## src/rtl/eviction_policy_pkg.sv

```systemverilog
// Shared types and helpers for the per-set eviction policy engines.
package eviction_policy_pkg;

    // Widest way vector the helpers handle; callers zero-extend into this.
    localparam int unsigned MAX_WAYS = 64;

    typedef logic [MAX_WAYS-1:0] way_vec_t;

    typedef enum logic [1:0] {
        IDLE    = 2'd0,
        COMPUTE = 2'd1,
        READY   = 2'd2
    } state_e;

    // Heap-style tree indexing: node i has children 2i+1 and 2i+2.
    function automatic int unsigned node_parent(input int unsigned node);
        return (node - 1) / 2;
    endfunction

    function automatic int unsigned node_left(input int unsigned node);
        return 2 * node + 1;
    endfunction

    function automatic int unsigned node_right(input int unsigned node);
        return 2 * node + 2;
    endfunction

    // Exactly one bit set.
    function automatic logic is_onehot(input way_vec_t v);
        return (v != '0) && ((v & (v - way_vec_t'(1))) == '0);
    endfunction

    // Index of the set bit; only meaningful for a one-hot input.
    function automatic int unsigned onehot_to_idx(input way_vec_t v);
        int unsigned idx;
        idx = 0;
        for (int unsigned i = 0; i < MAX_WAYS; i++) begin
            if (v[i]) begin
                idx = i;
            end
        end
        return idx;
    endfunction

    function automatic way_vec_t idx_to_onehot(input int unsigned idx);
        return way_vec_t'(1) << idx;
    endfunction

endpackage

```

## src/rtl/plru_tree.sv

```systemverilog
// Tree pseudo-LRU bits for one set: path updates on access, combinational victim walk.
module plru_tree
    import eviction_policy_pkg::*;
#(
    parameter int unsigned NUM_WAYS = 8,
    localparam int unsigned IDX_W   = $clog2(NUM_WAYS)
) (
    input  logic             clk,
    input  logic             reset,
    input  logic             hit_i,
    input  logic [IDX_W-1:0] hit_idx_i,
    input  logic             alloc_i,
    input  logic [IDX_W-1:0] alloc_idx_i,
    output logic [IDX_W-1:0] victim_idx_c_o
);

    localparam int unsigned TREE_W = NUM_WAYS - 1;
    localparam int unsigned LEVELS = IDX_W;

    logic [TREE_W-1:0] tree_q;
    logic [TREE_W-1:0] tree_d;

    // Point every node on the path to 'way' at the opposite subtree.
    function automatic logic [TREE_W-1:0] touch(input logic [TREE_W-1:0] bits,
                                                 input logic [IDX_W-1:0]  way);
        logic [TREE_W-1:0] r;
        logic [TREE_W-1:0] m;
        int unsigned       node;
        int unsigned       par;
        r    = bits;
        node = TREE_W + 32'(way);
        for (int unsigned l = 0; l < LEVELS; l++) begin
            par = node_parent(node);
            m   = TREE_W'(1) << par;
            // Odd heap index is a left child, so the victim side becomes right.
            if (node[0]) begin
                r = r | m;
            end else begin
                r = r & ~m;
            end
            node = par;
        end
        return r;
    endfunction

    // Follow the bits from the root: 0 goes left, 1 goes right.
    function automatic logic [IDX_W-1:0] walk(input logic [TREE_W-1:0] bits);
        logic [TREE_W-1:0] sel;
        int unsigned       node;
        node = 0;
        for (int unsigned l = 0; l < LEVELS; l++) begin
            sel  = bits >> node;
            node = sel[0] ? node_right(node) : node_left(node);
        end
        return IDX_W'(node - TREE_W);
    endfunction

    // Hit is applied first so allocate wins on any shared node.
    always_comb begin
        tree_d = tree_q;
        if (hit_i) begin
            tree_d = touch(tree_d, hit_idx_i);
        end
        if (alloc_i) begin
            tree_d = touch(tree_d, alloc_idx_i);
        end
    end

    // Tree bit register.
    always_ff @(posedge clk) begin
        if (reset) begin
            tree_q <= '0;
        end else begin
            tree_q <= tree_d;
        end
    end

    assign victim_idx_c_o = walk(tree_q);

endmodule

```

## src/rtl/plru_eviction_policy.sv

```systemverilog
// Per-set PLRU eviction engine: validity tracking, invalid-first victim choice, request FSM.
module plru_eviction_policy
    import eviction_policy_pkg::*;
#(
    parameter int unsigned NUM_WAYS      = 8,
    parameter int unsigned ADDRESS_WIDTH = 32
) (
    input  logic                clk,
    input  logic                reset,
    input  logic [NUM_WAYS-1:0] hitWay,
    input  logic                hit,
    input  logic [NUM_WAYS-1:0] missWay,
    input  logic                miss,
    input  logic [NUM_WAYS-1:0] allocateWay,
    input  logic                allocate,
    output logic [NUM_WAYS-1:0] evictionTarget,
    output logic                evictionReady,
    output logic                protocolError
);

    localparam int unsigned IDX_W = $clog2(NUM_WAYS);

    logic                hit_ok_c;
    logic                alloc_ok_c;
    logic                hit_bad_c;
    logic                alloc_bad_c;
    logic [IDX_W-1:0]    hit_idx_c;
    logic [IDX_W-1:0]    alloc_idx_c;
    logic [IDX_W-1:0]    victim_idx_c;
    logic [NUM_WAYS-1:0] free_c;
    logic [NUM_WAYS-1:0] pick_c;

    state_e              state_q;
    state_e              state_d;
    logic [NUM_WAYS-1:0] valid_q;
    logic [NUM_WAYS-1:0] valid_d;
    logic [NUM_WAYS-1:0] target_q;
    logic [NUM_WAYS-1:0] target_d;
    logic                ready_q;
    logic                ready_d;
    logic                perr_q;
    logic                perr_d;

    // The miss way vector and address width are part of the shared interface only.
    logic unused_c;
    assign unused_c = ^{missWay, ADDRESS_WIDTH[0]};

    // Strobe qualification: malformed way vectors are dropped and flagged.
    always_comb begin
        hit_ok_c    = hit      &&  is_onehot(MAX_WAYS'(hitWay));
        hit_bad_c   = hit      && !is_onehot(MAX_WAYS'(hitWay));
        alloc_ok_c  = allocate &&  is_onehot(MAX_WAYS'(allocateWay));
        alloc_bad_c = allocate && !is_onehot(MAX_WAYS'(allocateWay));
        hit_idx_c   = IDX_W'(onehot_to_idx(MAX_WAYS'(hitWay)));
        alloc_idx_c = IDX_W'(onehot_to_idx(MAX_WAYS'(allocateWay)));
    end

    plru_tree #(
        .NUM_WAYS (NUM_WAYS)
    ) u_tree (
        .clk            (clk),
        .reset          (reset),
        .hit_i          (hit_ok_c),
        .hit_idx_i      (hit_idx_c),
        .alloc_i        (alloc_ok_c),
        .alloc_idx_i    (alloc_idx_c),
        .victim_idx_c_o (victim_idx_c)
    );

    // Victim choice: lowest-index invalid way, otherwise the tree victim.
    always_comb begin
        free_c = ~valid_q;
        if (|free_c) begin
            pick_c = free_c & (~free_c + NUM_WAYS'(1));
        end else begin
            pick_c = NUM_WAYS'(idx_to_onehot(32'(victim_idx_c)));
        end
    end

    // Next-state logic for the request FSM, valid bits and output registers.
    always_comb begin
        state_d  = state_q;
        target_d = target_q;
        ready_d  = ready_q;
        valid_d  = valid_q;
        perr_d   = hit_bad_c | alloc_bad_c;

        if (alloc_ok_c) begin
            valid_d = valid_q | allocateWay;
        end

        unique case (state_q)
            IDLE: begin
                if (miss) begin
                    state_d = COMPUTE;
                end
            end
            COMPUTE: begin
                state_d  = READY;
                target_d = pick_c;
                ready_d  = 1'b1;
            end
            READY: begin
                if (alloc_ok_c) begin
                    state_d  = IDLE;
                    target_d = '0;
                    ready_d  = 1'b0;
                end
            end
            default: begin
                state_d  = IDLE;
                target_d = '0;
                ready_d  = 1'b0;
            end
        endcase
    end

    // State and output registers.
    always_ff @(posedge clk) begin
        if (reset) begin
            state_q  <= IDLE;
            valid_q  <= '0;
            target_q <= '0;
            ready_q  <= 1'b0;
            perr_q   <= 1'b0;
        end else begin
            state_q  <= state_d;
            valid_q  <= valid_d;
            target_q <= target_d;
            ready_q  <= ready_d;
            perr_q   <= perr_d;
        end
    end

    assign evictionTarget = target_q;
    assign evictionReady  = ready_q;
    assign protocolError  = perr_q;

endmodule

```

## config.mk

```make
export PLATFORM = sky130hd
export DESIGN_NAME = plru_eviction_policy
export DESIGN_NICKNAME = d
export VERILOG_FILES = /design/src/rtl/eviction_policy_pkg.sv /design/src/rtl/plru_tree.sv /design/src/rtl/plru_eviction_policy.sv
export SDC_FILE = /design/constraint.sdc
export NUM_CORES = 1
export LEC_CHECK = 0
export ABC_AREA = 1
export BUFFER_PORTS_ARGS = -buffer_cell sky130_fd_sc_hd__clkbuf_2
export CAP_MARGIN = 20
export CORE_AREA = 2 2 66 68
export DETAILED_ROUTE_END_ITERATION = 10
export DIE_AREA = 0 0 68 70
export GPL_TIMING_DRIVEN = 0
export PLACE_DENSITY_LB_ADDON = 0.2
export SETUP_SLACK_MARGIN = 0.2
export SYNTH_ARGS = -nofsm -noshare
export SYNTH_HDL_FRONTEND = slang
export SYNTH_SLANG_ARGS = --single-unit
```

## constraint.sdc

```tcl
create_clock -name clk -period 8.4 [get_ports clk]
set_input_delay 2.1 -clock clk [delete_from_list [all_inputs] [get_ports clk]]
set_output_delay 2.1 -clock clk [all_outputs]
set_load 0.05 [all_outputs]
```

# --- Word-level counts from Yosys, hierarchy flattened ---
# Index checks and enable logic that the tools add are counted.
classes:
  add_sub_neg: 16
  eq_ne: 4
  shift: 9
  muxes: 37
  bitwise: 26
  reduce_logical: 16
op_table:
  columns: ["operator", "n"]
  rows:
  - ["1-bit by 31-bit << shifter with 7-bit output, first input constant", 6]
  - ["8-bit by 64-bit AND with 64-bit output", 2]
  - ["64-bit logical NOT", 2]
  - ["31-bit by 1-bit subtractor with 32-bit output, second input constant", 4]
  - ["7-bit 2-to-1 mux", 12]
  - ["7-bit by 32-bit right shift with 1-bit output", 2]
  - ["32-bit by 1-bit subtractor with 32-bit output, second input constant", 2]
  - ["7-bit AND", 6]
  - ["7-bit NOT", 6]
  - ["7-bit OR", 6]
  - ["3-bit 2-to-1 mux", 13]
  - ["32-bit by 1-bit adder with 32-bit output, second input constant", 1]
  - ["32-bit by 2-bit adder with 32-bit output, second input constant", 1]
  - ["32-bit 2-to-1 mux", 1]
  - ["8-bit case mux with 3 select lines", 1]
  - ["8-bit by 1-bit subtractor with 9-bit output, second input constant", 2]
  - ["8-bit 2-to-1 mux", 2]
  - ["8-bit NOT", 2]
  - ["8-bit nonzero test", 2]
  - ["3-bit by 3-bit adder with 4-bit output, first input constant", 2]
  - ["8-bit by 1-bit adder with 8-bit output, second input constant", 1]
  - ["8-bit AND", 1]
  - ["8-bit OR", 1]
  - ["8-bit OR reduction", 1]
  - ["other kinds (17)", 29]
word_totals:
  reg_bits: 27
  in_bits: 29

# --- Longest topological paths before layout ---
depth:
  ltp_word: 29
  mapped_depth: 31
  depth_no_buf: 31

# --- Hierarchy ---
# Synthesis repeated with hierarchy kept, for this count alone.
hier_totals:
  cells_unflattened: 438
  hier_area_um2: 2742.6
modules_own_cells:
  columns: ["mod", "n_inst", "cells_each", "area_per_inst_um2", "seq_area_each_um2"]
  rows:
  - ["plru_tree", 1, 262, 1609.0, 140.1]
  - ["plru_eviction_policy", 1, 176, 1133.6, 400.4]

# --- Least setup slack after synthesis ---
# No wires, ideal clock.
synth_timing:
  path_type: "input to register"
  startpoint: "in allocateWay[2]"
  endpoint: "reg u_tree.tree_q[1]"
  setup_ns: 0.132
  arrival_time_ns: 4.583
  required_ns: 8.268
  slack_ns: 3.685
  path_stages: 20
  n_path_buf: 1
  cell_sequence: "inv_1 a21oi_2 o21bai_2 nand2_2 nand2_4 inv_1 ha_1 nand4_1 nand2_1 nor3_1 ha_1 buf_2 xor2_1 ha_1 inv_1 nand4_1 o21ai_0 inv_1 nand2_1 a21oi_1"
synth_via:
  elab_chain_len: 19
  word_cells_on_any_way: 34
  cone_classes: "add/sub (5); shift (3); mux (12); bitwise (10); reduce/logical (4)"
synth_rtl:
  columns: ["item", "line", "source"]
  rows:
  - ["start: declaration", "plru_eviction_policy.sv:14", "input logic [NUM_WAYS-1:0] allocateWay,"]
  - ["branches (longest 18 deep; another with 32-bit by 1-bit subtractor with 32-bit output)", null, null]
  - ["7-bit 2-to-1 mux (*)", "plru_tree.sv:64", "if (alloc_i) begin"]
  - ["end signal: assignment", "plru_tree.sv:74", "tree_q <= tree_d;"]
  - ["end: declaration", "plru_tree.sv:20", "logic [TREE_W-1:0] tree_q;"]
# Every way passes the cells marked *. The select of a mux whose other input is x is not followed.
# A chain may end at the register's enable or synchronous reset.

# --- Worst setup path in the final report ---
# Same ends and word-level chain as after synthesis.

==> results.ini <==
[drt]
dr_wl_met3_um=179
ant_nets=0
wl_met1_mm=2.41
wl_per_cell_um=10.6
totalWireLength_mm=5.03
vias=2471
viasPerCell=5.21
first_iter_violations=82
maxUsedRoutingLayer=met4
drt-pass1-iter-count=4
drc=0
dr_wl_met2_mm=2.33

[worst_setup_path]
critPathKind=in2reg
rr_endpoint=evictionTarget[6]$_SDFFE_PP0P_
cp_slowest_cell=xor2_1
reg2reg_depth=9
cp_max_fo=9
critical-path-top-delay-family=adder cells
reg2reg_from=u_tree.tree_q[0]$_SDFF_PP0_
worstPathRequired_ns=8.55
cp_common_cell=inv_1
setup.worst_path.start=allocateWay[2]
critical_path_depth=21
cp-endpoint=u_tree.tree_q[1]$_SDFF_PP0_
crit_buf_inv=6
arrival_ns=5.04
r2r_slack_ns=6.65
start_kind=primary input
path_cells=clkbuf_2 > inv_1 > a21oi_2 > o21bai_2 > nand2_2 > nand2_4 > inv_1 > ha_1 > nand4_1 > nand2_1 > nor3_1 > ha_1 > buf_2 > xor2_1 > ha_1 > inv_1 > nand4_1 > o21ai_0 > inv_1 > nand2_1 > a21oi_1
slowest_delay_ns=0.39
cp-end-kind=register

[yosys]
synth_common_cells=nand2_1, inv_1, a21oi_1
yosys.area.top_type_share_pct=22.6
synth_edf_count=0
synth.most_common_cell=nand2_1
synth_area_leaders=dfxtp_1, nand2_1, inv_1
synth_cell_types=37
async_flop_share_pct=0
synthFlopType=dfxtp_1
yosysSeqAreaShare_pct=22.6
yosys.area.top_type=dfxtp_1
yosys_warnings=0
synth_nets=427
ys_ff_latch=27
synth_cells=388
syn_avg_cell_area_sq_um=6.18
synth_area_sq_um=2400

[timing]
period_share_pct=58.2
clock.fmax_ghz=0.205
hold_viol_final=0
skew_ns=0.00325
max-slew-margin-rel_pct=61.2
tns_ns=0
tightest_slew_ns=0.567
slew_viol_final=0
rsz0062_at_grt=no
setup_viol=0
post-route-min-period_ns=4.89

[grt]
grt_overflow=0
grt_pass1_vias=2111
antenna_found_initial=0
grt_pass1_wl_mm=8.52
grt_max_degree=17
track_usage_pct=22.2

[job]
maxCapViolations=0

[die]
die_h_um=70
start_util_pct=57.8
pin_count=39
fp.dieArea_sq_um=4760
die_width_um=68
rows=24
core_sq_um=4140

[worst_hold_path]
min_path_type=reg2reg

[run_status]
status=completed

[layout]
drive_gt1_share_pct=19.0
final_util_pct=64.2
finalNetCount=462
nFillCells=383
area_delta_synth_final_pct=11.0
num_antenna_cells=0

[clocking]
h-tree-depth=1
post_cts_buffers=0
insertion_delay_ns=0.28
cts_sinks=27
postCtsResizedCells=0
postCtsHoldBufs=0
cts_tree=yes
cts_buffers=3
cts_root_buf=clkbuf_8
clk_path_buf_depth=2
clkTransAtPathRegs_ns=0.10

[place]
io_buffers=30
dp_hpwl_mm=4.17
place_congestion=0.896

[pwr]
power_density_nw_per_um2=121
peakVddDrop_mv=0.0739
leakage_nw=1.22

==> layer usage <==
| layer | vias to the layer above | GRT usage, % |
|---|---|---|
| met4 | 0 | 6.67 |
| met2 | 49 | 37.0 |
| met5 | - | 0 |
| met1 | 1076 | 29.7 |
| li1 | 1334 | - |
| met3 | 12 | 2.09 |
==> registers in the layout (all words and copies together) (netlist names) <==
signal          count
state_q             2
protocolError       1
valid_q             8
evictionTarget      8
evictionReady       1
u_tree.tree_q       7
==> worst register-to-register path, cell delays in order (launching register included) <==
cell	delay [ns]
dfxtp_1	0.37
inv_1	0.11
nor2_1	0.05
inv_1	0.07
nor2_1	0.06
a2111oi_0	0.44
a21oi_1	0.15
nor3_1	0.16
o21ai_0	0.12
a21oi_1	0.16
==> through the flow <==
| stage | std cells | setup WS [ns] | area, sq um | hold slack (ns) | power [W] |
|---|---|---|---|---|---|
| after global placement | 470 | 3.24 | 2610 | 0.450 | 0.000245 |
| after floorplan | 388 | 3.69 | 2400 | 0.444 | 0.000223 |
| after global routing | 474 | 3.19 | 2660 | 0.492 | 0.000345 |
| after detailed placement | 470 | 3.21 | 2610 | 0.454 | 0.000247 |
| final | 474 | 3.51 | 2660 | 0.465 | 0.000322 |
| after CTS | 474 | 3.51 | 2660 | 0.469 | 0.000323 |
==> report_power, final <==
part / internal, W / switching, W / total, W
sequential: 0.000130 / 0.00000127 / 0.000131
clock: 0.0000338 / 0.0000432 / 0.0000769
combinational: 0.0000399 / 0.0000732 / 0.000113
total: 0.000204 / 0.000118 / 0.000322
==> final cells by class <==
class                   count  area [sq um]  share of cell area (%)
plain buffers               4          17.5                   0.659
clock buffers               3          41.3                    1.55
clock inverters             1          7.51                   0.282
inverters                  73           274                    10.3
multi-input cells         284          1560                    58.8
flip-flops and latches     27           541                    20.3
well taps                  52          65.1                    2.45
repair buffers             30           150                    5.64
==> cell usage in the layout, fill, tap and decap left out, types with 3 or more instances in the layout <==
cell type,instances
inv_1,64
clkbuf_8,3
ha_1,10
o21ai_0,16
a21oi_1,37
o21ai_1,7
nand2_1,89
o211ai_1,7
nand3_2,6
nand3_1,18
dfxtp_1,27
nor2_4,4
nor3_1,13
nand4_1,7
nor2_1,35
nand2_2,13
inv_2,8
clkbuf_2,30
==> how the worst min path moves through the flow <==
stage,from,to,slack [ns],cells after the start
6_report,evictionTarget[0]$_SDFFE_PP0P_,evictionTarget[0]$_SDFFE_PP0P_,0.47,2
5_1_grt,evictionTarget[1]$_SDFFE_PP0P_,evictionTarget[1]$_SDFFE_PP0P_,0.49,2
4_1_cts,evictionTarget[0]$_SDFFE_PP0P_,evictionTarget[0]$_SDFFE_PP0P_,0.47,2
3_5_place_dp,evictionTarget[0]$_SDFFE_PP0P_,evictionTarget[0]$_SDFFE_PP0P_,0.45,2
3_3_place_gp,evictionTarget[7]$_SDFFE_PP0P_,evictionTarget[7]$_SDFFE_PP0P_,0.45,2
2_1_floorplan,valid_q[3]$_SDFFE_PP0P_,valid_q[3]$_SDFFE_PP0P_,0.44,2
==> logic make-up after synthesis <==
group / count (synthesis) / share of synthesized area (%)
compound gates: 78 / 18.6
xor+xnor: 2 / 1.51
fa+ha+maj: 10 / 5.22
buf+inv: 77 / 12.2
flops: 27 / 22.6
simple gates: 194 / 39.9
Note: power is estimated with default switching activity, not from simulation.
